### src/rtl/wb_pkg.sv
// Shared types and widths for the register-file writeback path.
package wb_pkg;

  localparam int unsigned REG_IDX_W = 5;
  localparam int unsigned XLEN      = 32;

  // One queued LSU result: destination index plus write data.
  typedef struct packed {
    logic [REG_IDX_W-1:0] rd;
    logic [XLEN-1:0]      data;
  } wb_entry_t;

  // A source index hits a pending destination only when it names a real
  // register; x0 is never a hazard.
  function automatic logic idx_hit(input logic [REG_IDX_W-1:0] src,
                                   input logic [REG_IDX_W-1:0] dst);
    return (src != '0) && (src == dst);
  endfunction

endpackage

### src/rtl/wb_fifo.sv
// LSU result FIFO for the writeback arbiter.
// Wrapping read/write pointers plus an occupancy count one bit wider than
// the pointers, so full (count==DEPTH) and empty (count==0) are unambiguous.
// With WB_HAZARD_EN defined, the destination index of every slot and a
// per-slot occupancy vector are exported for the hazard comparators.
module wb_fifo
  import wb_pkg::*;
#(
  parameter  int unsigned DEPTH = 4,
  localparam int unsigned PTR_W = $clog2(DEPTH),
  localparam int unsigned CNT_W = PTR_W + 1
) (
  input  logic                 clk,
  input  logic                 reset,
  input  logic                 push,
  input  wb_entry_t            push_entry,
  input  logic                 pop,
  output wb_entry_t            head,
  output logic                 full,
  output logic                 empty,
  output logic [CNT_W-1:0]     count
`ifdef WB_HAZARD_EN
  ,
  output logic [REG_IDX_W-1:0] slot_rd [DEPTH],
  output logic [DEPTH-1:0]     slot_valid
`endif
);

  wb_entry_t        mem [DEPTH];
  logic [PTR_W-1:0] wr_ptr;
  logic [PTR_W-1:0] rd_ptr;
  logic             push_ok;
  logic             pop_ok;

  assign full    = (count == CNT_W'(DEPTH));
  assign empty   = (count == '0);
  assign push_ok = push && !full;
  assign pop_ok  = pop && !empty;
  assign head    = mem[rd_ptr];

  // Pointer and occupancy bookkeeping; reset empties the queue.
  always_ff @(posedge clk) begin
    if (reset) begin
      wr_ptr <= '0;
      rd_ptr <= '0;
      count  <= '0;
    end else begin
      if (push_ok) wr_ptr <= wr_ptr + PTR_W'(1);
      if (pop_ok)  rd_ptr <= rd_ptr + PTR_W'(1);
      case ({push_ok, pop_ok})
        2'b10:   count <= count + CNT_W'(1);
        2'b01:   count <= count - CNT_W'(1);
        default: count <= count;
      endcase
    end
  end

  // Entry storage; contents are qualified by the pointers, so no reset.
  always_ff @(posedge clk) begin
    if (push_ok && !reset) mem[wr_ptr] <= push_entry;
  end

`ifdef WB_HAZARD_EN
  // A slot is live when its distance from the read pointer is below count.
  always_comb begin
    logic [PTR_W-1:0] offset;
    offset     = '0;
    slot_valid = '0;
    for (int unsigned i = 0; i < DEPTH; i++) begin
      offset        = PTR_W'(i) - rd_ptr;
      slot_valid[i] = ({1'b0, offset} < count);
      slot_rd[i]    = mem[i].rd;
    end
  end
`endif

endmodule

### src/rtl/writeback_arbiter.sv
// Register-file writeback arbiter.
// ALU results have strict priority and write one cycle after they appear.
// LSU results are queued in wb_fifo and drained whenever the ALU is idle.
// Optional build macro WB_HAZARD_EN adds decode-stage hazard flags that
// report sources with a pending LSU write.
module writeback_arbiter
  import wb_pkg::*;
#(
  parameter int unsigned DEPTH = 4
) (
  input  logic                 clk,
  input  logic                 reset,
  input  logic                 alu_valid,
  input  logic [REG_IDX_W-1:0] alu_rd,
  input  logic [XLEN-1:0]      alu_data,
  input  logic                 lsu_valid,
  output logic                 lsu_ready,
  input  logic [REG_IDX_W-1:0] lsu_rd,
  input  logic [XLEN-1:0]      lsu_data,
  output logic                 reg_wr_en,
  output logic [REG_IDX_W-1:0] rd,
  output logic [XLEN-1:0]      rd_data,
  input  logic [REG_IDX_W-1:0] chk_rs1,
  input  logic [REG_IDX_W-1:0] chk_rs2,
  output logic                 haz_rs1,
  output logic                 haz_rs2
);

  localparam int unsigned CNT_W = $clog2(DEPTH) + 1;

  logic             fifo_full;
  logic             fifo_empty;
  logic [CNT_W-1:0] fifo_count;
  wb_entry_t        fifo_head;
  wb_entry_t        push_entry;
  logic             push;
  logic             pop;

  // lsu_ready depends only on registered occupancy, never on this cycle's pop.
  assign lsu_ready  = !fifo_full;
  // Writes to x0 are acknowledged but never take a FIFO slot.
  assign push       = lsu_valid && lsu_ready && (lsu_rd != '0);
  // The head drains only in cycles the ALU leaves free, including alu_rd==0.
  assign pop        = !alu_valid && !fifo_empty;
  assign push_entry = '{rd: lsu_rd, data: lsu_data};

`ifdef WB_HAZARD_EN
  logic [REG_IDX_W-1:0] slot_rd [DEPTH];
  logic [DEPTH-1:0]     slot_valid;
`endif

  wb_fifo #(
    .DEPTH(DEPTH)
  ) u_fifo (
    .clk        (clk),
    .reset      (reset),
    .push       (push),
    .push_entry (push_entry),
    .pop        (pop),
    .head       (fifo_head),
    .full       (fifo_full),
    .empty      (fifo_empty),
    .count      (fifo_count)
`ifdef WB_HAZARD_EN
    ,
    .slot_rd    (slot_rd),
    .slot_valid (slot_valid)
`endif
  );

  // Single registered write port: ALU first, otherwise the FIFO head.
  always_ff @(posedge clk) begin
    if (reset) begin
      reg_wr_en <= 1'b0;
      rd        <= '0;
      rd_data   <= '0;
    end else if (alu_valid) begin
      reg_wr_en <= (alu_rd != '0);
      if (alu_rd != '0) begin
        rd      <= alu_rd;
        rd_data <= alu_data;
      end
    end else if (pop) begin
      reg_wr_en <= 1'b1;
      rd        <= fifo_head.rd;
      rd_data   <= fifo_head.data;
    end else begin
      reg_wr_en <= 1'b0;
    end
  end

`ifdef WB_HAZARD_EN
  logic unused_sink;
  assign unused_sink = ^fifo_count;

  // A source is hazardous if any live slot, or the result entering now, targets it.
  always_comb begin
    haz_rs1 = push && idx_hit(chk_rs1, lsu_rd);
    haz_rs2 = push && idx_hit(chk_rs2, lsu_rd);
    for (int unsigned i = 0; i < DEPTH; i++) begin
      if (slot_valid[i]) begin
        haz_rs1 = haz_rs1 || idx_hit(chk_rs1, slot_rd[i]);
        haz_rs2 = haz_rs2 || idx_hit(chk_rs2, slot_rd[i]);
      end
    end
  end
`else
  logic unused_sink;
  assign unused_sink = ^{fifo_count, chk_rs1, chk_rs2};
  assign haz_rs1     = 1'b0;
  assign haz_rs2     = 1'b0;
`endif

endmodule

### config.mk
export PLATFORM = sky130hd
export DESIGN_NAME = writeback_arbiter
export DESIGN_NICKNAME = d
export VERILOG_FILES = /design/src/rtl/wb_pkg.sv /design/src/rtl/wb_fifo.sv /design/src/rtl/writeback_arbiter.sv
export SDC_FILE = /design/constraint.sdc
export NUM_CORES = 1
export LEC_CHECK = 0
export ABC_AREA = 1
export ABC_CLOCK_PERIOD_IN_PS = 3100
export CORE_ASPECT_RATIO = 0.5
export CORE_MARGIN = 2
export CORE_UTILIZATION = 50
export CTS_BUF_LIST = sky130_fd_sc_hd__clkbuf_4 sky130_fd_sc_hd__clkbuf_8
export DETAILED_ROUTE_END_ITERATION = 12
export PLACE_DENSITY_LB_ADDON = 0.25
export REMOVE_ABC_BUFFERS = 1
export SKIP_CTS_REPAIR_TIMING = 1
export SLEW_MARGIN = 20
export SYNTH_ARGS = -nofsm -noshare
export SYNTH_HDL_FRONTEND = slang
export SYNTH_SLANG_ARGS = --single-unit
### constraint.sdc
create_clock -name clk -period 3.1 [get_ports clk]
set_clock_uncertainty 0.15 [all_clocks]
set_input_delay 0.465 -clock clk [delete_from_list [all_inputs] [get_ports clk]]
set_output_delay 0.465 -clock clk [all_outputs]
set_load 0.01 [all_outputs]
==> metrics <==
outcome=complete, no violations; share of cells above drive strength 1=0.0664; drt total wl=17700 microns; Peak VDD IR=0.000356 V; via/cell ratio=4.91; Post-synth EDFFs=148; DIE AREA=0.0177 sq mm; Sw Share=0.318; Net Switching=2.04 mW; first-pass GRT wire length=around 28000 microns; number of I/O port buffers=116; Fmax achieved=0.416 GHz; cells on worst reg2reg path=13; Final Cycle Share=0.776; final setup margin=0.693 ns; Diodes inserted=0; Tightest Hold Check Type=reg -> reg; Slew Limit Fails=0; io pins=129; arrival time worst endpoint=2.65 ns; Yosys reg bits=195; count leader, synth=nand2_1; Hold Fails Final Rpt=0; Reg-to-Reg End=u_fifo.count[2]; htree depth=4; Top delay family on crit path=simple AND/OR/NAND/NOR gates; RSZ-0062 raised after global routing=false; clock share of power=0.259; number of global-route vias before repair=5376; list of most frequent post-synthesis cells=nand2_1 (285), edfxtp_1 (148), nand3_1 (113), inv_1 (86), nor2_1 (54); global route overflow=0; post-synth top area share=0.537; TritonRoute pass-1 iters=5; Top cell by count, worst path=nand2_1; antenna violations before repair=0; slew margin rel.=0.466; combinational share of power=0.253; final critical-path required period=roughly 2.4 ns; leakage power figure=4.13 nW; worst-path cell chain=clkdlybuf4s50_1 > nor3_1 > nand2_1 > and2_1 > inv_1 > ha_1 > inv_1 > fa_1 > a21oi_1 > o21ai_0 > nand2_1 > nand2_1 > nor2_1; Fillers=about 1400; Max Root-Sink Buffers=2; Die Wd=186 microns; hold slack=around 0.32 ns; Layout Nets=1045; TritonCTS clock tree=built; Worst Path Max Fanout=5; Crit-path slowest cell=clkdlybuf4s50_1; Ys Warns=0; placed cell areas=0.00962 sq mm; total power=6.40 mW; FFs w/ async S/R, synth=0; Top FF cell, synth=edfxtp_1; worst slew pin tran=between 0.8 and 0.9 ns; gr usage total=0.212; Synth Instances=847; pwr dens=638 mW/mm^2; Setup CP Type=in -> reg; Setup crit start kind=input pin; clock sink count=195; largest net degree at the start of global routing=75; Skew-Pair Late Insertion Delay=between 0.4 and 0.5 ns; Yosys top cell by area=edfxtp_1; Final setup viols=0; CP Capture Type=flop; sequential power share=0.488; Place WS=about 0.24 ns; Req. time, crit path=3.34 ns; Cells on Worst Hold Path=2; Area Growth Syn to Fin=21.2%; area of the mapped netlist=0.00828 sq mm; register area share after synthesis=0.651; CTS Root Cell=clkbuf_8; syn_area_per_cell=9.77 sq um; RePlAce Congestion=0.728; DRC errors left=0; Initial Util=0.509; Synth cell types=26; Die Ht=95.0 microns; Synth area leaders=edfxtp_1 (54%), nand2_1 (13%), dfxtp_1 (11%); CP bufs+invs=3; design area=roughly 0.010 sq mm; row cnt=33; Routed WL per cell=14.8 microns; Pint=4.36 mW; slowest stage delay, CP=0.46 ns; CTS Buf Count=17; r2r setup slk=0.83 ns; core area=between 0.015 and 0.02 sq mm; worst hold path startpoint=u_fifo.rd_ptr[1]; via count=5848; DR iter-0 viols=324; post-DP HPWL=10200 microns; Antenna Nets Post-Route=0; Clock Pin Slew Worst Setup and Hold Paths=0.10 ns; max_cap viols=0; Critical R2R Launch=u_fifo.count[0]
## power by group through the flow
stage	Clock [mW]	Sequential, mW	Combinational (mW)
6_report	1.66	3.12	1.62
5_1_grt	1.81	3.15	1.84
4_1_cts	1.68	3.12	1.64
3_5_place_dp	0	3.18	1.63
3_3_place_gp	0	3.18	1.59
2_1_floorplan	0	3.30	0.840
## per-stage QoR
stage          utilization  instances  setup TNS (ns)
2_1_floorplan            -        804          -25.03
3_3_place_gp         0.592       1159               0
4_1_cts              0.617       1191               0
6_report             0.617       1191               0
3_5_place_dp         0.592       1159               0
5_1_grt              0.617       1191               0
## per-layer routing
metal,vias to the layer above,global-route usage,wire [microns]
li1,2948,-,-
met1,2728,0.284,8180
met2,156,0.349,8210
met3,16,0.0470,1090
met4,0,0.0663,185
met5,-,0,0
## worst min-delay path, stage by stage, from the launching register on
cell and delay (ns):
dfxtp_1 0.32, inv_1 0.05, a21oi_1 0.06
## worst max-delay path by stage
stage	start	end	slack [ns]	cells after the start
global placement	lsu_rd[0]	u_fifo.count[2]	0.29	13
floorplan	reset	u_fifo.mem[0][0]	-0.17	3
detailed placement	lsu_rd[0]	u_fifo.count[2]	0.24	13
CTS	lsu_rd[0]	u_fifo.count[2]	0.73	13
finish	lsu_rd[0]	u_fifo.count[2]	0.69	13
global route	lsu_rd[0]	u_fifo.count[2]	0.51	13
## final cells by class
| type | instances | area [sq um] | area share |
|---|---|---|---|
| Clock buffer | 18 | 248 | 0.0247 |
| Clock inverter | 14 | 161 | 0.0161 |
| Inverter | 94 | 355 | 0.0354 |
| Multi-Input combinational cell | 515 | 2330 | 0.232 |
| Sequential cell | 195 | 5390 | 0.537 |
| Tap cell | 227 | 284 | 0.0283 |
| Timing Repair Buffer | 128 | 1270 | 0.127 |
## cell families (layout without fill, tap and decap cells)
| logic type | after synthesis | in the layout | share of synthesized area |
|---|---|---|---|
| other | 1 | 2 | 0.000453 |
| buffers and inverters | 138 | 254 | 0.0724 |
| AND/OR/NAND/NOR | 480 | 480 | 0.249 |
| AO/OA/AOI/OAI | 27 | 27 | 0.0177 |
| adder cells (fa/ha/maj) | 6 | 6 | 0.00998 |
| flip-flops | 195 | 195 | 0.651 |
## placed cells by master, fill, tap and decap left out, types with 4 or more instances in the layout
cell type	Yosys	layout
inv_2	6	6
edfxtp_1	148	148
nand3_1	113	113
inv_6	0	5
ha_1	5	5
buf_4	6	10
inv_1	86	86
a21oi_1	22	22
nand3b_1	20	20
nor2_4	0	4
dfxtp_1	47	45
clkbuf_8	0	18
nor2_1	54	50
nand2_1	285	285
clkdlybuf4s50_1	0	115
## sequential cells by signal, indices dropped and copies added (netlist names), named ones only
signal / count
u_fifo.rd_ptr: 2
rd: 5
u_fifo.mem: 148
rd_data: 32
reg_wr_en: 1
u_fifo.count: 3
u_fifo.wr_ptr: 2
Note: power is estimated with default switching activity, not from simulation.
